==> config.mk <==
export PLATFORM = sky130hd
export DESIGN_NAME = xmit_dma_sequencer
export DESIGN_NICKNAME = d
export VERILOG_FILES = /design/src/rtl/xmit_dma_sequencer.sv
export SDC_FILE = /design/constraint.sdc
export NUM_CORES = 1
export LEC_CHECK = 0
export CORE_ASPECT_RATIO = 0.9
export CORE_MARGIN = 2
export CORE_UTILIZATION = 30
export CTS_BUF_LIST = sky130_fd_sc_hd__clkbuf_2
export CTS_CLUSTER_DIAMETER = 50
export DETAILED_ROUTE_END_ITERATION = 6
export HOLD_SLACK_MARGIN = 0.06
export PLACE_DENSITY = 0.54
export SYNTH_ARGS = -nofsm -noshare
export SYNTH_HDL_FRONTEND = slang
export SYNTH_SLANG_ARGS = --single-unit
==> constraint.sdc <==
create_clock -name clk -period 3.7 [get_ports clk]
set_input_delay 1.11 -clock clk [delete_from_list [all_inputs] [get_ports clk]]
set_output_delay 1.11 -clock clk [all_outputs]
set_load 0.02 [all_outputs]
==> src/rtl/xmit_dma_sequencer.sv <==
// Transmit DMA sequencer: queues host buffer addresses and launches one mover transfer per entry.
// Optional watchdog per transfer is built when XMIT_DMA_TIMEOUT_EN is defined.
module xmit_dma_sequencer #(
    parameter int FIFO_DEPTH     = 16,
    parameter int TIMEOUT_CYCLES = 1000000
) (
    input  logic                          clk,
    input  logic                          resetn,
    input  logic                          enable,
    input  logic [63:0]                   s_axis_tdata,
    input  logic                          s_axis_tvalid,
    output logic                          s_axis_tready,
    output logic [63:0]                   dma_src_address,
    output logic                          dma_start,
    input  logic                          dma_idle,
    output logic [31:0]                   frames_done,
    output logic [15:0]                   zero_drops,
    output logic [$clog2(FIFO_DEPTH):0]   fifo_count,
    output logic                          busy,
    input  logic                          clear_err,
    output logic                          timeout_err
);
    localparam int AW = $clog2(FIFO_DEPTH);

    typedef enum logic [1:0] {S_IDLE, S_START, S_WAIT_BUSY, S_WAIT_IDLE} state_t;

    state_t        state_q;
    logic [63:0]   mem_q [FIFO_DEPTH];
    logic [AW-1:0] wr_ptr_q, rd_ptr_q;
    logic [AW:0]   count_q, count_d;
    logic [63:0]   addr_q;
    logic          start_q, busy_q;
    logic [31:0]   frames_q;
    logic [15:0]   drops_q;
    logic          accept, push, zero_beat, pop, in_wait, wd_expired;

    assign s_axis_tready = (count_q != (AW+1)'(FIFO_DEPTH));
    assign accept        = s_axis_tvalid & s_axis_tready;
    assign push          = accept & (s_axis_tdata != 64'd0);
    assign zero_beat     = accept & (s_axis_tdata == 64'd0);
    assign pop           = (state_q == S_IDLE) & enable & (count_q != '0) & dma_idle;
    assign in_wait       = (state_q == S_WAIT_BUSY) | (state_q == S_WAIT_IDLE);

    always_comb begin
        count_d = count_q;
        case ({push, pop})
            2'b10:   count_d = count_q + 1'b1;
            2'b01:   count_d = count_q - 1'b1;
            default: count_d = count_q;
        endcase
    end

    // Storage is never reset; validity is tracked by the pointers and count alone.
    always_ff @(posedge clk) begin
        if (push) begin
            mem_q[wr_ptr_q] <= s_axis_tdata;
        end
    end

    always_ff @(posedge clk or negedge resetn) begin
        if (!resetn) begin
            wr_ptr_q <= '0;
            rd_ptr_q <= '0;
            count_q  <= '0;
            drops_q  <= '0;
        end else begin
            if (push) wr_ptr_q <= wr_ptr_q + 1'b1;
            if (pop)  rd_ptr_q <= rd_ptr_q + 1'b1;
            count_q <= count_d;
            if (zero_beat && drops_q != 16'hFFFF) drops_q <= drops_q + 16'd1;
        end
    end

    always_ff @(posedge clk or negedge resetn) begin
        if (!resetn) begin
            state_q  <= S_IDLE;
            addr_q   <= '0;
            start_q  <= 1'b0;
            busy_q   <= 1'b0;
            frames_q <= '0;
        end else begin
            start_q <= 1'b0;
            case (state_q)
                S_IDLE: begin
                    if (pop) begin
                        addr_q  <= mem_q[rd_ptr_q];
                        start_q <= 1'b1;
                        busy_q  <= 1'b1;
                        state_q <= S_START;
                    end
                end
                S_START: state_q <= S_WAIT_BUSY;
                S_WAIT_BUSY: begin
                    if (wd_expired) begin
                        state_q <= S_IDLE;
                        busy_q  <= 1'b0;
                    end else if (!dma_idle) begin
                        state_q <= S_WAIT_IDLE;
                    end
                end
                S_WAIT_IDLE: begin
                    if (wd_expired) begin
                        state_q <= S_IDLE;
                        busy_q  <= 1'b0;
                    end else if (dma_idle) begin
                        frames_q <= frames_q + 32'd1;
                        state_q  <= S_IDLE;
                        busy_q   <= 1'b0;
                    end
                end
                default: begin
                    state_q <= S_IDLE;
                    busy_q  <= 1'b0;
                end
            endcase
        end
    end

`ifdef XMIT_DMA_TIMEOUT_EN
    localparam int TW = $clog2(TIMEOUT_CYCLES + 1);

    logic [TW-1:0] wd_q;
    logic          err_q;

    // Counter is zero outside the wait states, so every launch starts from a clean count.
    assign wd_expired = in_wait & (wd_q == TW'(TIMEOUT_CYCLES - 1));

    always_ff @(posedge clk or negedge resetn) begin
        if (!resetn) begin
            wd_q  <= '0;
            err_q <= 1'b0;
        end else begin
            wd_q <= in_wait ? wd_q + TW'(1) : '0;
            if (wd_expired)     err_q <= 1'b1;
            else if (clear_err) err_q <= 1'b0;
        end
    end

    assign timeout_err = err_q;
`else
    localparam int unused_timeout_cycles = TIMEOUT_CYCLES;
    logic unused_clear_err;
    logic unused_in_wait;

    assign unused_clear_err = clear_err;
    assign unused_in_wait   = in_wait;
    assign wd_expired       = 1'b0;
    assign timeout_err      = 1'b0;
`endif

    assign dma_src_address = addr_q;
    assign dma_start       = start_q;
    assign busy            = busy_q;
    assign frames_done     = frames_q;
    assign zero_drops      = drops_q;
    assign fifo_count      = count_q;

endmodule

Yosys cells after proc, flatten, opt, wreduce, memory -nomap -nowiden
Memory sizes are Yosys's and may differ from the RTL's. A register that Yosys moved wholly into a read port is not among the register bits. Cells that the tools add are included.

Add/sub/neg operators: 6. Equality and inequality tests: 10. Mux-type cells: 12. Bitwise operators: 6. Reduce and logical (&&, ||, !) cells: 12.

Operator list (number): 64-bit logical NOT (1); 64-bit nonzero test (1); 32-bit by 1-bit adder with 32-bit output, second input constant (1); 16-bit by 1-bit adder with 16-bit output, second input constant (1); 16-bit != test, second input constant (1); 5-bit case mux with 2 select lines (1); 4-bit by 1-bit adder with 4-bit output, second input constant (2); 2-bit case mux with 4 select lines (1); 1-bit bitwise AND (6); 2-bit == test, second input constant (3); 1-bit two-way mux (6); 2-bit two-way mux (3); 2-bit != test, second input constant (3); 3-bit AND reduction (2); 5-bit by 1-bit adder with 5-bit output, second input constant (1); 5-bit != test, second input constant (1); 5-bit nonzero test (1); 5-bit by 1-bit subtractor with 5-bit output, second input constant (1); 2-bit by 1-bit == test with 1-bit output, second input constant (2); 2-bit AND reduction (2); 2-bit nonzero test (2); 2-bit logical NOT (1); 1-bit case mux with 2 select lines (1); 1-bit logical AND (1); 1-bit logical NOT (1).

Register bits: 65. Bits in writable memories: 1024. Bits of input ports: 70. Logic and storage cells: 55. Memories kept: 1.

Memory list: mem_q (words 16, bits a word 64, rd ports 1, clocked after Yosys merged registers in 1, wr ports 1, line 28) `logic [63:0] mem_q [FIFO_DEPTH];`.

Depth between registers and ports, before layout
Gate-level depths: netlist of the first run.

Depth after elaboration: 6. Depth in mapped cells: 15.

Worst setup path before layout of the first run
No wires, ideal clock.

Kind: input-to-reg. From: in s_axis_tdata[10]. To: mem mem_q[11][0] (enable). Library setup time: 429 ps. Arrival time: 3448 ps. Slack: -178 ps. Cell stages on the path: 6. Path buffers: 1. Path through: nor4_1 -> nand4_1 -> nor3_2 -> a21oi_2 -> clkbuf_1 -> and3_1.

Cells in the longest elaborated chain, start to end: 4.

RTL lines: from (decl) (line 10) `input logic [63:0] s_axis_tdata,`; 64-bit nonzero test (line 39) `assign push = accept & (s_axis_tdata != 64'd0);`; 1-bit bitwise AND (line 39); 1-bit two-way mux (line 55) `if (push) begin`; 1-bit two-way mux (implied by the code) (line 56) `mem_q[wr_ptr_q] <= s_axis_tdata;`; to (decl) (line 28).

No other way between the ends.

Final worst setup path of the first run
From: reg count_q[0], in the netlist fifo_count[0]. To: out s_axis_tready.

Cells in the longest elaborated chain, start to end: 1.

RTL lines: from (decl) (line 30) `logic [AW:0] count_q, count_d;`; from (signal assigned) (line 69) `count_q <= count_d;`; 5-bit != test (line 37) `assign s_axis_tready = (count_q != (AW+1)'(FIFO_DEPTH));`; to (decl) (line 12) `output logic s_axis_tready,`.

No other way between the ends.

==> results of run 1 <==
==> how the worst max path moves through the flow <==
stage               endpoint  slack [ps]  cells past startpoint
2_1_floorplan  fifo_count[4]           8                     15
3_3_place_gp   fifo_count[4]       -1020                     15
3_5_place_dp   fifo_count[4]        -990                     16
4_1_cts        s_axis_tready        -610                      3
5_1_grt        s_axis_tready        -510                      3
6_report       s_axis_tready        -220                      3
==> state kept, by name, summed over array words and instances (netlist names) <==
signal / count
zero_drops: 16
rd_ptr_q: 4
dma_start: 1
busy: 1
frames_done: 32
state_q: 2
wr_ptr_q: 4
dma_src_address: 64
mem_q: 1024
fifo_count: 5
==> cell families after synthesis <==
kind of cell,after synthesis,synth area share (%)
and+or+nand+nor,224,2.593
xor gates and xnor gates,55,1.089
other,1,0.008474
DFF,1153,76.78
buffers and inverters,114,1.224
AOI/OAI and AO/OA,97,1.906
muxes,391,15.97
adders and majority gates,15,0.4241
==> per-layer routing <==
layer / vias to the layer above / part of all wire, %
met5: - / 0
met4: 0 / 2.4
met3: 211 / 5.3
met2: 800 / 51
met1: 12530 / 41
li1: 10100 / -
==> power by group <==
group          switching (W)  internal [W]
clock                0.00517       0.00348
combinational        0.00523       0.00481
sequential          0.000860        0.0157
total                 0.0113        0.0240
==> cells in the final DEF, fill, tap and decap left out, drive strengths merged, types with 12 or more instances in the layout <==
| master | instances |
|---|---|
| edfxtp | 1024 |
| clkbuf | 466 |
| buf | 277 |
| mux4 | 251 |
| dfrtp | 129 |
| mux2i | 128 |
| nand2 | 85 |
| clkinv | 72 |
| clkdlybuf4s50 | 67 |
| clkdlybuf4s15 | 67 |
| o221ai | 64 |
| xnor2 | 45 |
| dlygate4sd3 | 33 |
| nand3 | 28 |
| and3 | 22 |
| nand4 | 21 |
| inv | 19 |
| nor2 | 18 |
| nor4 | 17 |
| dlygate4sd2 | 16 |
| ha | 15 |
| mux2 | 12 |
==> metrics by stage <==
step | setup WS (ps) | util (%) | setup TNS (ps) | hold slack (ps) | instances
after floorplan | 8.343 | - | 0 | 489.7 | 2050
after global placement | -1016 | 34.72 | -491190 | 463.2 | 4302
after detailed placement | -988.8 | 34.72 | -518840 | 462.5 | 4302
after CTS | -607.3 | 36.90 | -643.9 | 72.18 | 4911
after global routing | -508.7 | 36.92 | -514.9 | 170.2 | 4916
final | -217.3 | 36.92 | -217.3 | 413.6 | 4916
==> final cells by class <==
cell class / instances / area [um^2] / share of cell area, %
Antenna cell: 4 / 10.01 / 0.01854
Clock buffer: 466 / 2332 / 4.319
Clock inverter: 80 / 366.6 / 0.6789
Inverter: 13 / 48.80 / 0.09036
Multi-Input combinational cell: 783 / 9856 / 18.25
Sequential cell: 1153 / 34010 / 62.99
Tap cell: 1957 / 2449 / 4.534
Timing Repair Buffer: 460 / 4927 / 9.124
==> worst max-delay path, cell delays in order, from the launching register on <==
cell	delay, ps
sky130_fd_sc_hd__dfrtp_2	400
sky130_fd_sc_hd__or4_4	530
sky130_fd_sc_hd__or2_4	240
sky130_fd_sc_hd__buf_6	130
==> repair_timing <==
action,in CTS,in global routing
endpoints found under the setup margin,120,2
resized for setup,391,2
pin swaps,1,0
hold buffers,34,0
hold endpoints to repair,386,0
cloned,0,0
setup buffers,29,1
==> insert_results.sql, run 1 <==
INSERT INTO impl_metrics (metric_group, metric, value, unit) VALUES
('timing', 'worst_slack', '-217.3', 'ps'),
('yosys', 'post_synth_inst_count', '2050', ''),
('yosys', 'yosysMostFrequentCell', 'sky130_fd_sc_hd__edfxtp_1', ''),
('yosys', 'commonest_register_cell_after_synthesis', 'sky130_fd_sc_hd__edfxtp_1', ''),
('outcome', 'result_of_the_run', 'complete, but fails checks', ''),
('yosys', 'post_synth.cell_area_avg', '21.59', 'um^2'),
('yosys', 'synth_top_area_share', '69.49', '%'),
('clock_tree', 'cts.clk_slew.worst_paths', '100', 'ps'),
('clock_tree', 'max-clock-path-buffers', '4', ''),
('clock_tree', 'clkLatencyLatePin', '1570', 'ps'),
('global_route', 'maximum_number_of_pins_on_one_net_before_global_route_repair', '75', ''),
('yosys', 'post_synthesis_net_count', '2135', ''),
('timing', 'finalMaxSlewViolations', '0', ''),
('setup_path', 'r2r_slack', '640', 'ps'),
('setup_path', 'r2r_cells', '13', ''),
('timing', 'slew-limit-headroom', '34.03', '%'),
('yosys', 'share_of_synthesized_area_occupied_by_flip_flops_and_latches', '76.78', '%'),
('global_route', 'global_route_wire_length_before_repair', '171400', 'um'),
('die', 'rows', '133', ''),
('die', 'die_x_extent', '408.8', 'um'),
('setup_path', 'worst_r2r_startpoint', 'fifo_count[0]', ''),
('yosys', 'ys_ff_latch', '1153', ''),
('yosys', 'synth_enable_flop_cells', '1024', ''),
('global_route', 'gr-usage-met3', '3.119', '%'),
('placement', 'post-dp-hpwl', '68280', 'um'),
('global_route', 'gr-max-usage-layer', 'met2', ''),
('detailed_routing', 'wl_per_cell', '24.29', 'um'),
('detailed_routing', 'drc_errors', '0', ''),
('setup_path', 'crit_path_end_kind', 'output port', ''),
('clock_tree', 'cts_htree_levels', '5', ''),
('die', 'die_h', '368.4', 'um'),
('setup_path', 'timing.setup.critical_path_class', 'flip-flop to output port', ''),
('yosys', 'count_of_different_cell_masters_after_synthesis', '55', ''),
('setup_path', 'crit_arrival', '2810', 'ps'),
('detailed_routing', 'drt_pass1_iterations', '7', ''),
('detailed_routing', 'drt_iter0_drc', '1959', ''),
('yosys', 'synth.area.top_cells', 'sky130_fd_sc_hd__edfxtp_1 (69%), sky130_fd_sc_hd__mux4_2 (13%), sky130_fd_sc_hd__dfrtp_1 (7.3%)', ''),
('timing', 'maxClockFrequency', '255.3', 'MHz'),
('placement', 'dpl-instance-area', '50790', 'um^2'),
('global_route', 'globalRoute.totalOverflow', '0', ''),
('timing', 'timing.final.setup_violations', '1', ''),
('detailed_routing', 'vias_per_cell', '4.810', ''),
('die', 'boundaryPins', '191', ''),
('timing', 'rsz0062_at_grt', 'yes', ''),
('layout', 'layout-drive-gt1-share', '38.58', '%'),
('placement', 'place.port_buffers', '188', ''),
('die', 'die_area', '150600', 'um^2'),
('pwr', 'power_density', '653.2', 'nW/um^2'),
('min_path', 'whs_path_depth', '2', ''),
('global_route', 'first_global_vias', '25300', ''),
('global_route', 'antenna_found_initial', '4', ''),
('die', 'initial_util', '30.25', '%'),
('yosys', 'synthDominantAreaCellType', 'sky130_fd_sc_hd__edfxtp_1', ''),
('timing', 'fin_worst_skew', '158.6', 'ps'),
('timing', 'max_slew.worst_pin.slew', '989.5', 'ps'),
('outcome', 'violations', 'negative setup slack', ''),
('detailed_routing', 'drt.antenna.violating_nets', '0', ''),
('pwr', 'ir_worst_vdd', '0.3185', 'mV'),
('detailed_routing', 'dr_total_vias', '23650', ''),
('layout', 'fin_nets', '2814', ''),
('pwr', 'p_total', '0.03527', 'W'),
('timing', 'timing.final.hold_violations', '0', ''),
('clock_tree', 'clock_sinks', '1153', ''),
('setup_path', 'crit_path_start', 'fifo_count[0]', ''),
('min_path', 'hold_path.class', 'input port to flip-flop', ''),
('global_route', 'global_route_met2_usage', '26.46', '%'),
('min_path', 'hold_path.startpoint', 's_axis_tdata[61]', ''),
('yosys', 'synth.cell_area', '44250', 'um^2'),
('die', 'core_area', '146300', 'um^2'),
('min_path', 'hold-path-endpoint', 'mem_q[8][61]', ''),
('setup_path', 'rr_endpoint', 'fifo_count[4]', '');
Power figures use the tool's default switching activity.
==> run 2: changes to the inputs <==
--- a/config.mk
+++ b/config.mk
@@ -11,6 +11,7 @@
 export CTS_BUF_LIST = sky130_fd_sc_hd__clkbuf_2
 export CTS_CLUSTER_DIAMETER = 50
 export DETAILED_ROUTE_END_ITERATION = 6
+export GPL_TIMING_DRIVEN = 0
 export HOLD_SLACK_MARGIN = 0.06
 export PLACE_DENSITY = 0.54
 export SYNTH_ARGS = -nofsm -noshare
==> run 2 against run 1 <==
Compared with the run above: the flow still finishes with violations (negative setup slack); design area down 3.4%; sequential share of layout area up 2.2 points; worst hold slack worse by 230 ps; maximum frequency down 1.1%; critical path depth unchanged; non-clock buffer count down 114; first-iteration DRC count up 4.7%; largest cell class unchanged.
==> insert_results.sql, run 2 (synthesis results as in run 1) <==
INSERT INTO impl_metrics (metric_group, metric, value, unit) VALUES
('outcome', 'result_of_the_run', 'complete, but fails checks', ''),
('outcome', 'violations', 'negative setup slack', ''),
('layout', 'top_register', 'mem_q', ''),
('detailed_routing', 'totalWireLength', '122400', 'um'),
('setup_path', 'rr_endpoint', 'fifo_count[4]', ''),
('min_path', 'hold_path.class', 'input port to flip-flop', ''),
('min_path', 'whs_path_depth', '1', ''),
('detailed_routing', 'vias_per_cell', '4.847', ''),
('setup_path', 'endpoint', 's_axis_tready', ''),
('layout', 'fin_nets', '2686', ''),
('clock_tree', 'cts_buffers', '304', ''),
('timing', 'worst_slack', '-259.4', 'ps'),
('timing', 'period_needed', '3959', 'ps'),
('setup_path', 'cp_cell_sequence', 'or4_4 -> or2_4 -> buf_6', ''),
('layout', 'finish.instance_area', '52160', 'um^2'),
('setup_path', 'crit_path_start', 'fifo_count[1]', ''),
('layout', 'largest_register_ffs', '1024', ''),
('die', 'rows', '133', ''),
('pwr', 'power_density', '670.6', 'nW/um^2'),
('timing', 'timing.final.crit_share', '107.0', '%'),
('global_route', 'maximum_number_of_pins_on_one_net_before_global_route_repair', '74', ''),
('clock_tree', 'cts.clk_slew.worst_paths', '110', 'ps'),
('detailed_routing', 'drt.antenna.violating_nets', '0', ''),
('detailed_routing', 'routed_length_on_met3', '8635', 'um'),
('detailed_routing', 'topRoutingLayerUsed', 'met5', ''),
('setup_path', 'worstPathMaxFanout', '2', ''),
('clock_tree', 'cell_chosen_for_the_clock_root', 'sky130_fd_sc_hd__clkbuf_2', ''),
('setup_path', 'r2r_cells', '14', ''),
('die', 'initial_util', '30.25', '%'),
('pwr', 'share_seq_of_total_power', '46.6', '%'),
('placement', 'gpl.final_weighted_congestion', '0.7694', ''),
('setup_path', 'critPathRequiredTime', '2590', 'ps'),
('pwr', 'cell_internal_power', '0.02339', 'W'),
('pwr', 'p_total', '0.03498', 'W'),
('setup_path', 'worst_r2r_startpoint', 'fifo_count[1]', ''),
('detailed_routing', 'drc_errors', '0', ''),
('layout', 'mostFrequentLayoutCell', 'sky130_fd_sc_hd__edfxtp_1', ''),
('die', 'die_x_extent', '408.8', 'um'),
('clock_tree', 'cts_htree_levels', '5', ''),
('setup_path', 'crit_path_max_incr_delay', '530', 'ps'),
('timing', 'timing.final.setup_violations', '2', ''),
('setup_path', 'crit_arrival', '2850', 'ps'),
('pwr', 'power.switching_fraction', '33.14', '%'),
('setup_path', 'r2r_slack', '190', 'ps'),
('pwr', 'part_of_the_total_power_dissipated_in_combinational_logic', '29.4', '%'),
('timing', 'slew-limit-headroom', '16.90', '%'),
('placement', 'post-dp-hpwl', '70780', 'um'),
('clock_tree', 'clock_sinks', '1153', ''),
('timing', 'maxClockFrequency', '252.6', 'MHz'),
('detailed_routing', 'routed-wl-met2', '62100', 'um'),
('pwr', 'ir_worst_vdd', '0.3844', 'mV'),
('placement', 'dpl-instance-area', '49140', 'um^2'),
('timing', 'max_slew.worst_pin.slew', '1246', 'ps'),
('die', 'core_area', '146300', 'um^2'),
('global_route', 'grtUsageTotal', '16.08', '%'),
('clock_tree', 'clkLatencyLatePin', '1570', 'ps'),
('detailed_routing', 'routedLengthMet1', '47980', 'um'),
('die', 'die_area', '150600', 'um^2'),
('flow_run', 'max_cap_violations', '0', ''),
('setup_path', 'setup_crit_start_kind', 'flip-flop', ''),
('timing', 'hold_slack', '188.0', 'ps'),
('setup_path', 'timing.setup.critical_path_class', 'flip-flop to output port', ''),
('clock_tree', 'cts_tree', 'built', ''),
('pwr', 'clock_power_share', '24.0', '%'),
('global_route', 'first_global_vias', '24800', ''),
('detailed_routing', 'drt_iter0_drc', '2051', ''),
('global_route', 'antenna_found_initial', '24', ''),
('pwr', 'static-leakage-power', '17.93', 'nW'),
('layout', 'commonest_cells_after_routing_fill_and_taps_aside', 'sky130_fd_sc_hd__edfxtp_1 (1,024), sky130_fd_sc_hd__clkbuf_2 (451), sky130_fd_sc_hd__mux4_2 (251)', ''),
('layout', 'layout-drive-gt1-share', '31.21', '%'),
('detailed_routing', 'wl_per_cell', '25.57', 'um'),
('timing', 'fin_worst_skew', '102.4', 'ps'),
('timing', 'timing.final.hold_violations', '0', ''),
('placement', 'place.port_buffers', '188', ''),
('die', 'boundaryPins', '191', ''),
('layout', 'areaGrowthSynthToFinish', '17.87', '%'),
('global_route', 'globalRoute.totalOverflow', '0', ''),
('global_route', 'global_route_wire_length_before_repair', '172600', 'um'),
('detailed_routing', 'drt_pass1_iterations', '5', ''),
('setup_path', 'cpMaxStageDelayCell', 'sky130_fd_sc_hd__or4_4', ''),
('die', 'die_h', '368.4', 'um'),
('pwr', 'switchingPower', '0.01159', 'W'),
('setup_path', 'crit_path_end_kind', 'output port', ''),
('timing', 'rsz0062_at_grt', 'yes', ''),
('layout', 'final.fill_count', '13670', ''),
('timing', 'finalMaxSlewViolations', '0', ''),
('detailed_routing', 'dr_total_vias', '23200', ''),
('clock_tree', 'max-clock-path-buffers', '4', ''),
('timing', 'tns', '-275.4', 'ps');
[run 2: cell types whose count changed in the layout (fill, tap and decap cells not counted), sizes merged, moves of 3 or more]
cell,before,now
buf,277,93
clkbuf,466,489
clkdlybuf4s15,67,13
clkdlybuf4s50,67,43
clkinv,72,68
diode,4,10
dlygate4sd2,16,109
dlygate4sd3,33,30
dlymetal6s2s,0,19
[run 2: final cells by class]
class                           instances  area (um^2)  area share, %
Sequential cell                      1153        33980          65.15
Multi-Input combinational cell        783         9922          19.02
Timing Repair Buffer                  246         2659          5.097
Tap cell                             1957         2449          4.694
Clock buffer                          450         2252          4.318
Buffer                                100        499.2         0.9571
Clock inverter                         75        324.1         0.6213
Inverter                               13        48.80        0.09355
Antenna cell                           10        25.02        0.04797
[run 2: layer usage]
metal,GRT usage (%),vias up
met4,6.337,14
met5,0,-
met2,27.19,873
met3,4.234,239
met1,19.59,12240
li1,-,9838
[run 2: power groups by stage]
| stage | registers, W | clock network [W] | logic (W) |
|---|---|---|---|
| floorplan | 0.0169 | 0 | 0.00614 |
| global placement | 0.0167 | 0 | 0.0103 |
| detailed placement | 0.0166 | 0 | 0.0106 |
| CTS | 0.0163 | 0.00868 | 0.0105 |
| global route | 0.0164 | 0.00937 | 0.0111 |
| finish | 0.0163 | 0.00841 | 0.0103 |
[run 2: worst min path at each step]
stage,from,end,slack [ps]
6_report,s_axis_tdata[24],mem_q[9][24],190
5_1_grt,s_axis_tdata[24],mem_q[9][24],70
4_1_cts,dma_idle,frames_done[2],160
3_5_place_dp,frames_done[31],frames_done[31],470
3_3_place_gp,frames_done[31],frames_done[31],460
2_1_floorplan,wr_ptr_q[3],wr_ptr_q[3],490
[run 2: metrics by stage]
step	util [%]	setup slack, ps	instances
after floorplan	-	8.343	2050
after detailed placement	33.59	-2750	4213
after global placement	33.22	-5491	4195
after global routing	35.65	-467.2	4782
final	35.66	-259.4	4787
after CTS	35.45	-574.3	4756
[run 2: repair_timing]
item / CTS / global route
hold endpoints to repair: 162 / 208
resized for setup: 163 / 34
hold buffers: 11 / 20
pin swaps: 4 / 2
setup endpoints to repair: 774 / 10
setup buffers: 8 / 1
[run 2: worst max-delay path, delay by kind of cell, from the launching register on]
family,cells,cell delay (ps)
buf+inv,1,130
flops,1,420
simple gates,2,770
==> run 3: changes to the inputs <==
--- a/config.mk
+++ b/config.mk
@@ -10,6 +10,7 @@
 export CORE_UTILIZATION = 30
 export CTS_BUF_LIST = sky130_fd_sc_hd__clkbuf_2
 export CTS_CLUSTER_DIAMETER = 50
+export CTS_CLUSTER_SIZE = 40
 export DETAILED_ROUTE_END_ITERATION = 6
 export GPL_TIMING_DRIVEN = 0
 export HOLD_SLACK_MARGIN = 0.06
==> run 3 against run 2 <==
Compared with the run above: design area down 1.2%; cell count down 6.2%; sequential share of layout area up 0.81 points; highest routed layer unchanged; register-to-register slack worse by 30 ps; first-iteration DRC count up 8.9%; worst hold slack worse by 63 ps; total power down 4.8%; the run still ends with negative setup slack left; critical path type unchanged; core utilization down 0.43 points; combinational power about the same.
==> insert_results.sql, run 3 (synthesis results as in run 1) <==
INSERT INTO impl_metrics (metric_group, metric, value, unit) VALUES
('setup_path', 'cp_top_family', 'simple AND/OR/NAND/NOR gates', ''),
('clock_tree', 'cts.clk_slew.worst_paths', '380', 'ps'),
('setup_path', 'worstPathMaxFanout', '2', ''),
('timing', 'rsz0062_at_grt', 'yes', ''),
('pwr', 'power_density', '646.6', 'nW/um^2'),
('placement', 'gpl.final_weighted_congestion', '0.7694', ''),
('detailed_routing', 'drt_iter0_drc', '2234', ''),
('setup_path', 'setup_crit_start_kind', 'flip-flop', ''),
('timing', 'max_slew.worst_pin.slew', '1245', 'ps'),
('global_route', 'globalRoute.totalOverflow', '0', ''),
('timing', 'timing.final.crit_share', '103.1', '%'),
('pwr', 'clock_power_share', '20.2', '%'),
('timing', 'slew-limit-headroom', '16.98', '%'),
('layout', 'mostFrequentLayoutCell', 'sky130_fd_sc_hd__edfxtp_1', ''),
('clock_tree', 'clock_sinks', '1153', ''),
('detailed_routing', 'wl_per_cell', '26.86', 'um'),
('timing', 'maxClockFrequency', '262.1', 'MHz'),
('detailed_routing', 'totalWireLength', '120600', 'um'),
('clock_tree', 'clkLatencyLatePin', '1510', 'ps'),
('setup_path', 'cp_cell_sequence', 'or4_4 -> or2_4 -> buf_6', ''),
('pwr', 'switchingPower', '0.01145', 'W'),
('clock_tree', 'cts_tree', 'built', ''),
('pwr', 'power.switching_fraction', '34.35', '%'),
('clock_tree', 'cts_htree_levels', '3', ''),
('timing', 'fin_worst_skew', '198.4', 'ps'),
('pwr', 'share_seq_of_total_power', '48.9', '%'),
('die', 'boundaryPins', '191', ''),
('setup_path', 'critPathRequiredTime', '2590', 'ps'),
('pwr', 'p_total', '0.03332', 'W'),
('timing', 'tns', '-115.1', 'ps'),
('layout', 'top_register', 'mem_q', ''),
('detailed_routing', 'drt.antenna.violating_nets', '0', ''),
('detailed_routing', 'drc_errors', '0', ''),
('die', 'die_area', '150600', 'um^2'),
('detailed_routing', 'vias_per_cell', '4.937', ''),
('setup_path', 'cpMaxStageDelayCell', 'sky130_fd_sc_hd__or4_4', ''),
('clock_tree', 'max-clock-path-buffers', '3', ''),
('timing', 'timing.final.hold_violations', '0', ''),
('global_route', 'grtUsageTotal', '15.61', '%'),
('outcome', 'result_of_the_run', 'complete, but fails checks', ''),
('setup_path', 'timing.setup.critical_path_class', 'flip-flop to output port', ''),
('global_route', 'maximum_number_of_pins_on_one_net_before_global_route_repair', '74', ''),
('detailed_routing', 'dr_total_vias', '22170', ''),
('die', 'die_x_extent', '408.8', 'um'),
('timing', 'timing.final.setup_violations', '1', ''),
('timing', 'period_needed', '3815', 'ps'),
('die', 'rows', '133', ''),
('layout', 'areaGrowthSynthToFinish', '16.45', '%'),
('global_route', 'antenna_found_initial', '38', ''),
('layout', 'fin_nets', '2516', ''),
('die', 'die_h', '368.4', 'um'),
('pwr', 'cell_internal_power', '0.02187', 'W'),
('placement', 'dpl-instance-area', '49140', 'um^2'),
('setup_path', 'crit_path_end_kind', 'output port', ''),
('placement', 'post-dp-hpwl', '70780', 'um'),
('pwr', 'part_of_the_total_power_dissipated_in_combinational_logic', '30.9', '%'),
('clock_tree', 'cts_buffers', '106', ''),
('timing', 'finalMaxSlewViolations', '0', ''),
('die', 'core_area', '146300', 'um^2'),
('setup_path', 'critical_path_buf_inv_count', '1', ''),
('flow_run', 'max_cap_violations', '0', ''),
('pwr', 'ir_worst_vdd', '0.3471', 'mV'),
('clock_tree', 'cell_chosen_for_the_clock_root', 'sky130_fd_sc_hd__clkbuf_2', ''),
('detailed_routing', 'drt_pass1_iterations', '5', ''),
('global_route', 'global_route_wire_length_before_repair', '167900', 'um'),
('placement', 'place.port_buffers', '188', ''),
('layout', 'layout-drive-gt1-share', '24.36', '%'),
('die', 'initial_util', '30.25', '%'),
('global_route', 'first_global_vias', '22870', ''),
('layout', 'finish.instance_area', '51530', 'um^2'),
('pwr', 'static-leakage-power', '17.27', 'nW'),
('layout', 'commonest_cells_after_routing_fill_and_taps_aside', 'sky130_fd_sc_hd__edfxtp_1 (1,024), sky130_fd_sc_hd__mux4_2 (251), sky130_fd_sc_hd__mux2i_1 (128)', ''),
('timing', 'worst_slack', '-115.1', 'ps'),
('outcome', 'violations', 'negative setup slack', ''),
('min_path', 'hold_path.class', 'input port to flip-flop', ''),
('setup_path', 'crit_arrival', '2710', 'ps'),
('layout', 'largest_register_ffs', '1024', ''),
('setup_path', 'crit_path_max_incr_delay', '540', 'ps'),
('timing', 'hold_slack', '124.9', 'ps');
==> run 3: final timing paths <==
check | from | to | slack, ps | cells past startpoint
setup reg to reg | fifo_count[1] | fifo_count[4] | 160 | 15
min in group asynchronous | resetn | fifo_count[1] | 700 | 3
hold reg to reg | frames_done[31] | frames_done[31] | 480 | 1
hold / removal | s_axis_tdata[35] | mem_q[0][35] | 120 | 1
max in group asynchronous | resetn | frames_done[20] | 2290 | 4
setup / recovery | fifo_count[1] | s_axis_tready | -120 | 3
==> run 3: routing by layer <==
| metal | global-route usage [%] | vias up | part of all wire [%] |
|---|---|---|---|
| li1 | - | 9343 | - |
| met4 | 4.769 | 24 | 2.5 |
| met1 | 19.88 | 11920 | 41 |
| met2 | 27.03 | 681 | 50 |
| met5 | 0 | - | 0.12 |
| met3 | 2.786 | 204 | 6.0 |
==> run 3: cell type report <==
type | count | area [um^2]
Antenna cell | 9 | 22.52
Timing Repair Buffer | 273 | 2985
Fill cell | 13530 | 94740
Clock inverter | 94 | 1065
Clock buffer | 108 | 540.5
Tap cell | 1957 | 2449
Inverter | 13 | 48.80
Buffer | 101 | 504.2
Multi-Input combinational cell | 783 | 9926
Sequential cell | 1153 | 33990
==> run 3: through the flow <==
| step | utilization (%) | setup WS (ps) | std cells |
|---|---|---|---|
| CTS | 34.84 | -431.2 | 4441 |
| finish | 35.23 | -115.1 | 4491 |
| global placement | 33.22 | -5491 | 4195 |
| floorplan | - | 8.343 | 2050 |
| detailed placement | 33.59 | -2750 | 4213 |
| global route | 35.23 | -268.3 | 4489 |
==> run 3: timing repair <==
action | 4_1_cts | 5_1_grt
pin swaps | 5 | 4
setup endpoints to repair | 820 | 7
resized for setup | 170 | 61
hold buffers | 11 | 41
endpoints found under the hold margin | 181 | 161
gates cloned | 0 | 0
buffers inserted | 15 | 0
==> run 3: power groups by stage <==
stage               clock network, W  registers [W]  logic, W
finish                       0.00673         0.0163    0.0103
global route                 0.00744         0.0164    0.0111
CTS                          0.00696         0.0163    0.0105
detailed placement                 0         0.0166    0.0106
global placement                   0         0.0167    0.0103
floorplan                          0         0.0169   0.00614
